==> src/rtl/piso_packet_rx_if.sv <==
// piso_packet_rx_if: packet valid/ready bus between the PISO receiver (master) and its consumer (slave).
interface piso_packet_rx_if #(
    parameter int WIDTH = 64
);
    logic [WIDTH-1:0] pkt_data;
    logic             pkt_parity_ok;
    logic             pkt_valid;
    logic             pkt_ready;

    modport master (output pkt_data, pkt_parity_ok, pkt_valid, input pkt_ready);
    modport slave  (input pkt_data, pkt_parity_ok, pkt_valid, output pkt_ready);
endinterface

==> src/rtl/piso_packet_rx.sv <==
// piso_packet_rx: LArPix PISO UART lane receiver with odd-parity check, packet FIFO and valid/ready output.
// Define PISO_RX_STATS_EN to build the saturating statistics counters; otherwise stats_* read 0.
module piso_packet_rx #(
    parameter int WIDTH        = 64,
    parameter int CLKS_PER_BIT = 4,
    parameter int FIFO_DEPTH   = 8,
    parameter int FIFO_BITS    = 3
) (
    input  logic             clk,
    input  logic             reset_n,
    input  logic             piso,
    piso_packet_rx_if.master pkt,
    output logic             framing_err,
    output logic             overflow,
    output logic             rx_busy,
    input  logic             stats_clr,
    output logic [15:0]      stats_rx,
    output logic [15:0]      stats_par,
    output logic [15:0]      stats_frm,
    output logic [15:0]      stats_ovf
);
    localparam int BW   = $clog2(CLKS_PER_BIT);
    localparam int CW   = $clog2(WIDTH);
    localparam int HALF = CLKS_PER_BIT / 2;

    typedef enum logic [2:0] {WAIT_IDLE, IDLE, START, DATA, STOP} state_t;

    state_t st, st_n;
    logic [1:0] sync;
    logic line;
    logic [BW-1:0] baud, baud_n;
    logic [CW-1:0] bitc, bitc_n;
    logic tick, push, ferr;
    logic [WIDTH-1:0] sh;
    logic [WIDTH:0] mem [FIFO_DEPTH];
    logic [WIDTH:0] head;
    logic [FIFO_BITS:0] wr, rd;
    logic empty, full, pop, wr_en, drop;

    // Synchronizer clears to 0 so WAIT_IDLE must see the real line high before leaving.
    always_ff @(posedge clk) begin
        if (!reset_n)
            sync <= 2'b00;
        else
            sync <= {sync[0], piso};
    end
    assign line = sync[1];

    always_ff @(posedge clk) begin
        if (!reset_n) begin
            st   <= WAIT_IDLE;
            baud <= '0;
            bitc <= '0;
        end else begin
            st   <= st_n;
            baud <= baud_n;
            bitc <= bitc_n;
        end
    end

    always_comb begin
        st_n   = st;
        baud_n = baud + 1'b1;
        bitc_n = bitc;
        push   = 1'b0;
        ferr   = 1'b0;
        tick   = (st == START) ? (baud == BW'(HALF - 1)) : (baud == BW'(CLKS_PER_BIT - 1));
        case (st)
            WAIT_IDLE: begin
                baud_n = '0;
                st_n   = line ? IDLE : WAIT_IDLE;
            end
            IDLE: begin
                baud_n = '0;
                st_n   = line ? IDLE : START;
            end
            START: if (tick) begin
                baud_n = '0;
                st_n   = line ? IDLE : DATA;
            end
            DATA: if (tick) begin
                baud_n = '0;
                bitc_n = (bitc == CW'(WIDTH - 1)) ? '0 : bitc + 1'b1;
                st_n   = (bitc == CW'(WIDTH - 1)) ? STOP : DATA;
            end
            STOP: if (tick) begin
                baud_n = '0;
                push   = line;
                ferr   = !line;
                st_n   = line ? IDLE : WAIT_IDLE;
            end
            default: st_n = WAIT_IDLE;
        endcase
    end

    always_ff @(posedge clk) begin
        if (st == DATA && tick)
            sh <= {line, sh[WIDTH-1:1]};
    end

    assign empty = wr == rd;
    assign full  = (wr[FIFO_BITS] != rd[FIFO_BITS]) && (wr[FIFO_BITS-1:0] == rd[FIFO_BITS-1:0]);
    assign pop   = !empty && pkt.pkt_ready;
    assign wr_en = push && (!full || pop);
    assign drop  = push && full && !pop;

    // Parity is stored beside the word so the head read stays a plain RAM lookup.
    always_ff @(posedge clk) begin
        if (wr_en)
            mem[wr[FIFO_BITS-1:0]] <= {^sh, sh};
    end

    assign head              = mem[rd[FIFO_BITS-1:0]];
    assign pkt.pkt_valid     = !empty;
    assign pkt.pkt_data      = empty ? '0 : head[WIDTH-1:0];
    assign pkt.pkt_parity_ok = !empty && head[WIDTH];

    always_ff @(posedge clk) begin
        if (!reset_n) begin
            wr          <= '0;
            rd          <= '0;
            framing_err <= 1'b0;
            overflow    <= 1'b0;
            rx_busy     <= 1'b0;
        end else begin
            if (wr_en)
                wr <= wr + 1'b1;
            if (pop)
                rd <= rd + 1'b1;
            framing_err <= ferr;
            overflow    <= drop;
            rx_busy     <= st_n != IDLE;
        end
    end

`ifdef PISO_RX_STATS_EN
    function automatic logic [15:0] sat_inc(input logic [15:0] c, input logic inc);
        return (inc && c != 16'hFFFF) ? c + 16'd1 : c;
    endfunction

    always_ff @(posedge clk) begin
        if (!reset_n || stats_clr) begin
            stats_rx  <= '0;
            stats_par <= '0;
            stats_frm <= '0;
            stats_ovf <= '0;
        end else begin
            stats_rx  <= sat_inc(stats_rx, wr_en);
            stats_par <= sat_inc(stats_par, wr_en && !(^sh));
            stats_frm <= sat_inc(stats_frm, ferr);
            stats_ovf <= sat_inc(stats_ovf, drop);
        end
    end
`else
    logic unused_clr;
    assign unused_clr = stats_clr;
    assign stats_rx   = '0;
    assign stats_par  = '0;
    assign stats_frm  = '0;
    assign stats_ovf  = '0;
`endif
endmodule
==> src/flat_wrapper.sv <==
// flat-port wrapper written by rule: the top's interface ports become plain ports
module piso_packet_rx_flat 
#(
    parameter int WIDTH        = 64,
    parameter int CLKS_PER_BIT = 4,
    parameter int FIFO_DEPTH   = 8,
    parameter int FIFO_BITS    = 3
)
  (clk, reset_n, piso, framing_err, overflow, rx_busy, stats_clr, stats_rx, stats_par, stats_frm, stats_ovf, pkt_pkt_data, pkt_pkt_parity_ok, pkt_pkt_valid, pkt_pkt_ready);
  piso_packet_rx_if #(.WIDTH(WIDTH)) pkt_i ();
  input  logic clk;
  input  logic reset_n;
  input  logic piso;
  output logic framing_err;
  output logic overflow;
  output logic rx_busy;
  input  logic stats_clr;
  output logic [15:0] stats_rx;
  output logic [15:0] stats_par;
  output logic [15:0] stats_frm;
  output logic [15:0] stats_ovf;
  output wire logic [$bits(pkt_i.pkt_data)-1:0] pkt_pkt_data;
  output wire logic [$bits(pkt_i.pkt_parity_ok)-1:0] pkt_pkt_parity_ok;
  output wire logic [$bits(pkt_i.pkt_valid)-1:0] pkt_pkt_valid;
  input wire logic [$bits(pkt_i.pkt_ready)-1:0] pkt_pkt_ready;
  assign pkt_pkt_data = pkt_i.pkt_data;
  assign pkt_pkt_parity_ok = pkt_i.pkt_parity_ok;
  assign pkt_pkt_valid = pkt_i.pkt_valid;
  assign pkt_i.pkt_ready = pkt_pkt_ready;
  piso_packet_rx #(.WIDTH(WIDTH), .CLKS_PER_BIT(CLKS_PER_BIT), .FIFO_DEPTH(FIFO_DEPTH), .FIFO_BITS(FIFO_BITS)) u_core (.clk(clk), .reset_n(reset_n), .piso(piso), .pkt(pkt_i), .framing_err(framing_err), .overflow(overflow), .rx_busy(rx_busy), .stats_clr(stats_clr), .stats_rx(stats_rx), .stats_par(stats_par), .stats_frm(stats_frm), .stats_ovf(stats_ovf));
endmodule
==> config.mk <==
export PLATFORM = sky130hd
export DESIGN_NAME = piso_packet_rx_flat
export DESIGN_NICKNAME = d
export VERILOG_FILES = /design/src/rtl/piso_packet_rx_if.sv /design/src/rtl/piso_packet_rx.sv /design/src/flat_wrapper.sv
export SDC_FILE = /design/constraint.sdc
export NUM_CORES = 1
export LEC_CHECK = 0
export CAP_MARGIN = 0
export CORE_ASPECT_RATIO = 1.4
export CORE_MARGIN = 5
export CORE_UTILIZATION = 45
export CTS_CLUSTER_DIAMETER = 60
export DETAILED_ROUTE_END_ITERATION = 10
export HOLD_SLACK_MARGIN = 0.12
export PLACE_DENSITY = 0.62
export SETUP_SLACK_MARGIN = 0.2
export SLEW_MARGIN = 20
export SYNTH_ARGS = -nofsm -noshare
export SYNTH_HDL_FRONTEND = slang
export SYNTH_SLANG_ARGS = --single-unit
export TNS_END_PERCENT = 10
==> constraint.sdc <==
create_clock -name clk -period 11.35 [get_ports clk]
set_input_delay 2.8375 -clock clk [delete_from_list [all_inputs] [get_ports clk]]
set_output_delay 2.8375 -clock clk [all_outputs]
set_load 0.05 [all_outputs]
==> impl_summary.md, run 1 <==
Drt
The via count is 10600. The via-per-instance ratio is 5.29. The pre-antenna-repair detailed-routing pass consisted of 5 iterations. The detailed router finished its first iteration with 758 violations. Dividing the detail-routed wire length by the instance count gives 22.6 µm.

The count of nets left with antenna violations once routing finished came out at 0. Wires add up to 45.3 mm. In the routed design, unresolved DRC markers number 0.

Synth
The most frequent cell after synthesis is sky130_fd_sc_hd__edfxtp_1. Of the synthesized area, sequential elements account for 75.9%. For this run, asynchronously set or reset flops after synthesis account for 0%.

The flop and latch count out of synthesis is a little over 600. The distinct cell type count of the synthesized netlist is 39. In this run the mean area of a mapped cell was 20.8 µm². The synthesized design contains 584 enable-type register cells. The gate count of the mapped netlist is 1147. The most common flop cell mapped by yosys is sky130_fd_sc_hd__edfxtp_1. The portion of synthesized cell area occupied by the leading cell type is 73.6%.

By count the netlist is led by sky130_fd_sc_hd__edfxtp_1, sky130_fd_sc_hd__mux4_2, sky130_fd_sc_hd__nor2_1. The cell taking the most area after synthesis is sky130_fd_sc_hd__edfxtp_1. The number of synthesis warnings is 0.

The area of the mapped netlist is 0.0238 mm². Sorting the synthesized cells by area gives the leading types as sky130_fd_sc_hd__edfxtp_1, sky130_fd_sc_hd__mux4_2, sky130_fd_sc_hd__mux2i_1.

Final layout
From synthesis to final layout, the design area changed by 13.2%. The multi-input combinational cells in the finished layout cover a total of 0.00533 mm². The repair_antennas step left the layout with diodes totalling 0. Fill cells in the final layout number 4137. The finished cells cover around 0.027 mm².

Across the whole layout, storage elements account for 0.0181 mm². Of the cells placed in the final design, the portion with a size suffix greater than 1 is 19.5%. The layout net count is 1257.

Setup path
Data on the critical path is required at its endpoint by ~8.5 ns. The logic depth of the worst register-to-register path is 7. The arrival time at the worst endpoint is 4.50 ns. STA classifies the critical path endpoint as an output port.

The slack of the worst reg-to-reg path is roughly 8.2 ns. The kind of critical path is flip-flop to output port. The startpoint identified for the worst register-to-register timing path is u_core.st[2]$_SDFF_PN0_. The top fanout value on the critical path is 36. The type of element launching the critical path is a flip-flop.

In this run the critical register-to-register path is captured at u_core.mem[2][33]$_DFFE_PP_.

Floorplan
The starting utilization of the core area is 45.6%. The floorplan step defined a die boundary enclosing 0.0577 mm². between 100 and 150 I/O pins were placed.

After floorplanning, the core was sized to cover 0.0523 mm². The die is between 200 and 300 µm tall. The floorplan die width is 204 µm. The number of standard-cell rows in the floorplan is 99.

Timing
For the pin with the worst max-slew slack, the measured transition is roughly 1.1 ns. The worst setup margin is 4.01 ns. The worst path needs roughly 7.3 ns of the cycle, external delays included. The total negative slack for setup checks is 0 ns. For this run, the top clock speed supported by timing is 136 MHz. Headroom to the max-slew limit came out at 26.9%. Setup violations remaining at the end of the flow were counted as 0.

The setup skew after layout is 0.0270 ns. Setup repair after global routing left no endpoint under its margin. The final-report hold violation count is 0.

The worst slack on hold paths is 0.432 ns. The number of pins exceeding their max-slew limit in the final report is 0. The part of the cycle the worst path needs is between 60% and 70%.

Clocking
Clock latency on the worst-skew pair, taken at its later pin, is 0.58 ns. The CTS tree is built. The clock transition at the register clock pins on the worst setup and hold paths after CTS is 0.06 ns. The root buffer cell chosen for the clock tree is sky130_fd_sc_hd__clkbuf_16.

The post-cts repair resize count is 0. The clock tree buffer depth is 3. The clock tree synthesis step divided the H-tree into 2 levels.

The post-CTS repair timing setup buffer count is 0. The number of clock sinks is 611. TritonCTS created 54 clock buffers. Hold repair after CTS inserted 0 buffers.

Job
The number of maximum-capacitance violations is 0.

Power
Summed over all cells, the static leakage comes to 7.62 nW. The power density normalized to cell area is 159 mW/mm². The worst supply voltage drop on vdd is 117 µV.

Global route
Entering global routing, the biggest net connects 70 pins. The initial antenna violation count is 0. The total overflow left after global routing is 0. For this run, the total global-route usage over all layers was measured as 15.7%. The number of global-route vias before repair is 11400. The wire length of the first global-routing pass is 69.2 mm.

Place
The placement-stage worst setup slack is 4.41 ns. The placed standard-cell area is around 0.025 mm². The post-detailed-placement half-perimeter wirelength is 22.8 mm.

Port buffering added 72 buffers. Routability-driven placement finished with a final weighted congestion of 0.702.

Min path
The startpoint identified for the worst hold timing path is u_core.sync[0]$_SDFF_PN0_. In this run the worst hold path is classified as flip-flop to flip-flop. The cell depth of the worst hold path is 1. The path with the worst hold slack has its endpoint at u_core.sync[1]$_SDFF_PN0_.

Status
The run finished with clean final reports.
## sequential cells by signal, indices dropped and copies added, names as in the netlist, 2 cells and up, named ones only
| signal | flops |
|---|---|
| u_core.sync | 2 |
| u_core.st | 3 |
| u_core.mem | 520 |
| u_core.wr | 4 |
| u_core.rd | 4 |
| u_core.bitc | 6 |
| u_core.sh | 64 |
| u_core.baud | 2 |
## where the power goes
| part | switching [mW] | leakage [nW] | internal [mW] | total [mW] |
|---|---|---|---|---|
| registers | 0.00128 | 4.98 | 2.43 | 2.43 |
| logic | 0.0499 | 1.80 | 0.00282 | 0.0528 |
| clock network | 0.786 | 0.846 | 1.01 | 1.80 |
## worst max-delay path by stage
stage / endpoint / slack, ns / cells past startpoint
floorplan: u_core.mem[2][0]$_DFFE_PP_ / 2.88 / 3
global placement: pkt_pkt_data[14] / 4.41 / 6
detailed placement: pkt_pkt_data[14] / 4.41 / 6
CTS: pkt_pkt_data[14] / 3.79 / 6
global route: pkt_pkt_data[14] / 3.55 / 6
finish: pkt_pkt_data[14] / 4.01 / 6
## area by class of cell
type	instances	share of cell area, %
Clock inverter	35	1.17
Clock buffer	66	5.30
Tap cell	707	3.28
Timing Repair Buffer	95	3.31
Inverter	3	0.0418
Sequential cell	611	67.1
Multi-Input combinational cell	484	19.8
## worst max-delay path, cell delays in order (launching register included)
cell and delay, ns:
sky130_fd_sc_hd__dfxtp_4 0.77, sky130_fd_sc_hd__buf_4 0.68, sky130_fd_sc_hd__buf_4 0.72, sky130_fd_sc_hd__mux4_2 0.59, sky130_fd_sc_hd__mux2i_1 0.29, sky130_fd_sc_hd__nor2_1 0.10, sky130_fd_sc_hd__clkdlybuf4s50_1 0.75
## layer usage
layer | wire [µm] | part of all wire [%] | track usage (%) | vias up
met3 | 1970 | 4.4 | 2.14 | 63
met4 | 874 | 1.9 | 3.99 | 0
li1 | - | - | - | 4637
met2 | 23300 | 52 | 27.3 | 246
met5 | 0 | 0 | 0 | -
met1 | 19100 | 42 | 21.3 | 5634
## cells by family (layout without fill, tap and decap cells)
logic type,count (synthesis),in the layout,synth area share (%)
fa+ha+maj,3,3,0.158
xor+xnor,78,78,2.87
buf+inv,115,199,2.92
flops,611,611,75.9
mux,198,198,15.2
simple gates,128,128,2.56
other cells,1,64,0.0157
compound gates,13,13,0.420
## metrics by stage
stage          util [%]  instances  power, mW
3_3_place_gp       48.2       1900       2.53
3_5_place_dp       48.2       1900       2.53
2_1_floorplan         -       1210       2.55
4_1_cts            51.6       2001       4.33
6_report           51.6       2001       4.28
5_1_grt            51.6       2001       4.42
## cells in the final DEF, fill, tap and decap left out, types with 10 or more instances in the layout
cell type / netlist / routed
sky130_fd_sc_hd__nand2_1: 16 / 16
sky130_fd_sc_hd__nor2_1: 72 / 71
sky130_fd_sc_hd__xnor2_1: 66 / 66
sky130_fd_sc_hd__buf_4: 64 / 23
sky130_fd_sc_hd__dfxtp_1: 27 / 24
sky130_fd_sc_hd__clkbuf_16: 0 / 55
sky130_fd_sc_hd__xor2_1: 12 / 12
sky130_fd_sc_hd__clkbuf_1: 23 / 10
sky130_fd_sc_hd__clkdlybuf4s50_1: 0 / 72
sky130_fd_sc_hd__clkinv_2: 0 / 12
sky130_fd_sc_hd__mux4_2: 130 / 130
sky130_fd_sc_hd__mux2i_1: 68 / 68
sky130_fd_sc_hd__and2_1: 10 / 10
sky130_fd_sc_hd__edfxtp_1: 584 / 584
sky130_fd_sc_hd__conb_1: 1 / 64
No activity file was read; power rests on OpenSTA's default activity.
==> inputs of run 2 (changes only) <==
==> constraint.sdc (replaced) <==
create_clock -name clk -period 6.8 [get_ports clk]
set_input_delay 1.7 -clock clk [delete_from_list [all_inputs] [get_ports clk]]
set_output_delay 1.7 -clock clk [all_outputs]
set_load 0.05 [all_outputs]
==> run 2 against run 1 <==
- global-route usage fell by 0.072 points
- non-clock buffer count rose by 4
- first-iteration DRC count rose by 8.0%
- routed wire length fell by 0.75%
- clock skew fell by 0.014 ns
- sequential share of layout area fell by 0.22 points
- register-to-register slack got worse by 4.5 ns
- hold slack improved by 0.0029 ns
- power rose by 67%
- largest cell class unchanged
- highest routed layer unchanged
==> impl_summary.md, run 2 (synthesis results as in run 1) <==
Timing
The number of pins exceeding their max-slew limit in the final report is 0. For the pin with the worst max-slew slack, the measured transition is ~1.1 ns. Setup slack closes at 1.44 ns.

The final count of negative-setup-slack endpoints is 0. Static timing analysis puts the maximum clock frequency at 186 MHz. Measured against its own limit, the worst slew margin works out to 27.2%. Setup repair after global routing left no endpoint under its margin. After routing, the total negative slack on setup checks comes to 0 ns. The setup skew after layout is 0.0134 ns. The part of the cycle the worst path needs is 78.9%.

The minimum clock period after layout is 5.36 ns. The final-report hold violation count came to 0.

Setup path
The top fanout value on the critical path is 27. The type of element launching the critical path is a flip-flop. The kind of critical path is flip-flop to output port.

In this run the register-to-register setup slack is 3.66 ns. The arrival time at the worst endpoint is 3.66 ns. STA puts the critical path data required time at 5.10 ns. Traced cell by cell, the critical path runs through xnor2_1 -> nand3_1 -> nor2b_4 -> buf_4 -> nor2_1 -> clkdlybuf4s50_1. The maximum single-stage delay on the critical path is 0.77 ns. The slowest stage cell on the critical path is sky130_fd_sc_hd__nor2b_4. The worst setup path is captured at an output port.

Clocking
The number of hold buffers added after CTS was 0. The post-cts repair resize count is 0. The number of clock sinks is 611. The cell sitting at the root of the clock tree is a sky130_fd_sc_hd__clkbuf_16. Once the clock tree was built, the setup fixing pass inserted 0 buffers. The later pin in the worst-skew pair is clocked with a latency of 0.57 ns. TritonCTS built the clock tree. Clock-pin slew was measured on the worst setup and hold paths at 0.06 ns. The clock tree buffer depth is 3. The clock buffer count from CTS is 55. The H-tree depth is 2.

Drt
The DRC violation total after the first TritonRoute iteration is between 800 and 900. The per-cell routed wire length is 22.4 µm. The first detailed-routing pass took 5 iterations. The via count is 10500. The post-detailed-route count of antenna-violating nets is 0. The post-detailed-route DRC marker count is 0. The routed design has 44.9 mm of wire.

Using the TritonRoute via totals, the vias-per-cell ratio works out to 5.26.

Place
The total instance count after detailed placement is 1903. The placement-stage worst setup slack is 1.94 ns. The congestion estimate from routability-driven global placement came to 0.721.

The number of port buffers is 72. The post-detailed-placement half-perimeter wirelength is 23.6 mm.

Floorplan
In this run the count of I/O pins placed on the die edge is 138. The number of standard-cell rows in the floorplan is 99. The starting utilization of the core area is 45.6%.

The core outline area is approximately 0.052 mm². The floorplan die width is 204 µm. Measured along the y axis, the die boundary spans 282 µm. The die covers 0.0577 mm².

Global route
The first global-routing pass estimated 68.8 mm of wire. In the global route stage, met3 resource usage came out at 2.41%. The global-route met2 utilization is 26.9%. The number of global-route vias before repair was 11300. The aggregate global-route resource usage is around 16%. Global routing used 21.4% of the available met1 tracks. met2 is the most crowded layer. Entering global routing, the biggest net connects 70 pins. The initial antenna violation count is 0.

The total overflow left after global routing is 0.

Power
In this run the power density over the cells is 265 mW/mm². Summed over all cells, the static leakage comes to roughly 7.7 nW. The worst supply voltage drop on vdd is 180 µV.

Final layout
The area taken by multi-input logic gates is about 0.0053 mm². The layout net count is 1262. The number of antenna diodes is 0. From synthesis to final layout, the design area changed by 13.5%. The register cell area after layout is 0.0181 mm². The most common library cell in the layout ignoring fill and taps is sky130_fd_sc_hd__edfxtp_1. The register with the most flip-flops in the layout has 520 of them.

After filler insertion, the fill cell instance count of the layout stands at 4107. The top cell types in the final layout, fill and taps aside, are sky130_fd_sc_hd__edfxtp_1, sky130_fd_sc_hd__mux4_2, sky130_fd_sc_hd__clkdlybuf4s50_1. The finished layout holds approximately 2000 standard cells, fillers aside. Of the cells placed in the final design, the portion with a size suffix greater than 1 is 19.2%.

Status
The run finished with clean final reports.

Job
The tool flagged a number of max-cap violations equal to 0.

Min path
The tightest min-delay check is of the flip-flop to flip-flop type.
==> run 2: path summary, 6_finish.rpt <==
path                                                start                          end  depth (start not counted)
worst max register to register    u_core.st[2]$_SDFF_PN0_  u_core.mem[6][38]$_DFFE_PP_                          7
worst min-delay path            u_core.sync[0]$_SDFF_PN0_    u_core.sync[1]$_SDFF_PN0_                          1
worst max-delay path            u_core.wr[0]$_SDFFE_PN0P_             pkt_pkt_data[15]                          6
worst min register to register  u_core.sync[0]$_SDFF_PN0_    u_core.sync[1]$_SDFF_PN0_                          1
==> run 2: final cells by class <==
class	instances	share of cell area, %
repair buffers	99	3.58
clock buffers	68	5.43
multi-input cells	484	19.7
flip-flops and latches	611	66.9
clock inverters	33	1.07
inverters	3	0.0416
well taps	707	3.27
==> run 2: stage by stage <==
stage / hold slack [ns] / instance area [µm²] / utilization (%) / total power, mW
2_1_floorplan: 0.412 / 24100 / - / 4.25
3_3_place_gp: 0.413 / 25300 / 48.3 / 4.23
3_5_place_dp: 0.419 / 25300 / 48.3 / 4.23
4_1_cts: 0.433 / 27000 / 51.7 / 7.23
5_1_grt: 0.443 / 27000 / 51.7 / 7.39
6_report: 0.435 / 27000 / 51.7 / 7.16
==> run 2: worst max-delay path: cells and delay by family, from the launching register on <==
family | cells | cell delay, ns
flip-flops | 1 | 0.60
buffers and inverters | 2 | 1.15
XOR/XNOR | 1 | 0.18
AND/OR/NAND/NOR | 3 | 1.13
==> run 2: report_power, final <==
| group | internal [mW] | switching (mW) |
|---|---|---|
| registers | 4.06 | 0.00206 |
| logic | 0.00470 | 0.0833 |
| clock network | 1.72 | 1.30 |
| total | 5.78 | 1.38 |
==> run 2: metal layers <==
metal | share of wire, % | vias up
met5 | 0 | -
met4 | 1.8 | 0
met3 | 4.4 | 56
met2 | 51 | 248
met1 | 43 | 5600
li1 | - | 4645
==> RTL change (config.mk and constraints of run 2) <==
Register the output `framing_err` once more, with the module's reset; this adds one clock of latency there. The other outputs are not delayed to match.
--- a/src/rtl/piso_packet_rx.sv
+++ b/src/rtl/piso_packet_rx.sv
@@ -24,6 +24,8 @@
     localparam int HALF = CLKS_PER_BIT / 2;
 
     typedef enum logic [2:0] {WAIT_IDLE, IDLE, START, DATA, STOP} state_t;
+
+    logic framing_err_s0;
 
     state_t st, st_n;
     logic [1:0] sync;
@@ -119,7 +121,7 @@
         if (!reset_n) begin
             wr          <= '0;
             rd          <= '0;
-            framing_err <= 1'b0;
+            framing_err_s0 <= 1'b0;
             overflow    <= 1'b0;
             rx_busy     <= 1'b0;
         end else begin
@@ -127,7 +129,7 @@
                 wr <= wr + 1'b1;
             if (pop)
                 rd <= rd + 1'b1;
-            framing_err <= ferr;
+            framing_err_s0 <= ferr;
             overflow    <= drop;
             rx_busy     <= st_n != IDLE;
         end
@@ -159,4 +161,12 @@
     assign stats_frm  = '0;
     assign stats_ovf  = '0;
 `endif
+    always_ff @(posedge clk) begin
+        if (!reset_n) begin
+            framing_err <= '0;
+        end else begin
+            framing_err <= framing_err_s0;
+        end
+    end
+
 endmodule
Formal check against the unedited RTL: no difference found for any inputs over 10 cycles, from zero or initial values and one cycle with reset_n low; that may be too few to reach the edited logic, so the function may still have changed.
==> RTL change against run 2 <==
  * Area after synthesis grew 0.42%
  * Sequential cell count grew 1
  * Critical path depth shrank 1
  * Die area grew 0.40%
  * Largest cell class unchanged
  * Sequential power is essentially flat
  * Cell count grew 0.20%
  * Maximum frequency grew 0.55%
  * Critical path type unchanged
  * Total power shrank 2.2%
  * Routed wire length grew 0.23%
  * Worst setup slack gained 29 ps
  * Cell area shrank 0.16%
==> RTL change: results (changes against run 2) <==
<table>
<tr><th>Metric</th><th>Value</th></tr>
<tr><th colspan="2">Placed design</th></tr>
<tr><td>Placed inst area</td><td>0.02537 mm2 (+0.46%)</td></tr>
<tr><td>DP Wirelength</td><td>23,550 um (-0.34%)</td></tr>
<tr><td>Cell count after placement</td><td>1,915 (+0.63%)</td></tr>
<tr><td>Pre-CTS setup slack</td><td>1908 ps (-36.58 ps)</td></tr>
<tr><th colspan="2">Critical path</th></tr>
<tr><td>Endpoint of the worst setup timing path</td><td>pkt_pkt_data[32]</td></tr>
<tr><td>RR Startpoint</td><td>u_core.wr[0]$_SDFFE_PN0P_</td></tr>
<tr><td>Endpoint of the worst register-to-register path</td><td>u_core.mem[2][61]$_DFFE_PP_</td></tr>
<tr><th colspan="2">GRT</th></tr>
<tr><td>Wire length of the first global-routing pass</td><td>68,110 um (-0.98%)</td></tr>
<tr><td>Met1 layer usage reported by global route</td><td>20.39% (-1.0 points)</td></tr>
<tr><td>Global router's overall resource usage</td><td>15.50% (-0.16 points)</td></tr>
<tr><td>Pin count of the biggest net entering global routing</td><td>66 (-5.7%)</td></tr>
<tr><th colspan="2">Yosys</th></tr>
<tr><td>Number of distinct library cells after synthesis</td><td>40 (+2.6%)</td></tr>
<tr><td>Commonest cells post-synth</td><td>edfxtp_1 (584), mux4_2 (130), nor2_1 (77)</td></tr>
<tr><td>Mapped Cells</td><td>1,160 (+1.1%)</td></tr>
<tr><td>Fraction of the yosys area taken by sequential cells</td><td>75.68% (-0.23 points)</td></tr>
<tr><th colspan="2">Detailed routing</th></tr>
<tr><td>Met2 wire length</td><td>23,620 um (+4.1%)</td></tr>
<tr><td>Detailed router's first-iteration violation count</td><td>645 (-21%)</td></tr>
<tr><td>DR vias</td><td>10,570 (+0.21%)</td></tr>
<tr><td>Routed wire length on met3</td><td>1882 um (-5.4%)</td></tr>
<tr><td>Sum of routed wire segments on met1</td><td>18,570 um (-4.3%)</td></tr>
<tr><td>Total routed wirelength</td><td>45,020 um (+0.23%)</td></tr>
<tr><th colspan="2">Pwr</th></tr>
<tr><td>Leakage component of the power</td><td>7.591 nW (-0.99%)</td></tr>
<tr><td>Relative contribution of the clock network to total power</td><td>40.7% (-1.4 points)</td></tr>
<tr><td>Internal power summed over all cells</td><td>0.005650 W (-2.2%)</td></tr>
<tr><td>Net switching component of the power</td><td>0.001354 W (-2.0%)</td></tr>
<tr><th colspan="2">Run status</th></tr>
<tr><td>Result of the run</td><td>finished, final reports clean</td></tr>
<tr><th colspan="2">Cells and area</th></tr>
<tr><td>Nets</td><td>1,264 (+0.16%)</td></tr>
<tr><td>Final std cells w/o fill</td><td>2,009 (+0.20%)</td></tr>
<tr><th colspan="2">CTS</th></tr>
<tr><td>Total CTS buffers</td><td>53 (-3.6%)</td></tr>
<tr><th colspan="2">Timing</th></tr>
<tr><td>Worst hold margin</td><td>433.9 ps (-0.6630 ps)</td></tr>
<tr><td>Worst setup skew after layout</td><td>19.28 ps (+5.847 ps)</td></tr>
<tr><td>Slew at the pin closest to its max-slew limit</td><td>998.4 ps (-93.12 ps)</td></tr>
</table>
RTL change: cell families after synthesis:
logic type	after synthesis	synth area share (%)
AND/OR/NAND/NOR	139	2.768
XOR/XNOR	75	2.747
flip-flops	612	75.68
other	1	0.01568
adder cells (fa/ha/maj)	3	0.1570
buffers and inverters	116	3.003
multiplexers	199	15.13
AO/OA/AOI/OAI	15	0.5023
RTL change: cell type report:
| type | count | area, um2 | share of cell area (%) |
|---|---|---|---|
| clock buffer | 65 | 1371 | 5.080 |
| multi-input combinational | 495 | 5388 | 19.96 |
| tap | 714 | 893.4 | 3.309 |
| clock inverter | 29 | 252.7 | 0.9362 |
| sequential | 612 | 18110 | 67.08 |
| timing repair buffer | 93 | 978.4 | 3.624 |
| inverter | 1 | 3.754 | 0.01390 |
RTL change: worst reg2reg max path, cell delays in order (launching register included):
cell and delay [ps]:
dfxtp_1 610, xnor2_1 130, nand3_1 230, o311a_4 270
nand2_1 130, nor3_2 140, buf_4 600, buf_4 640
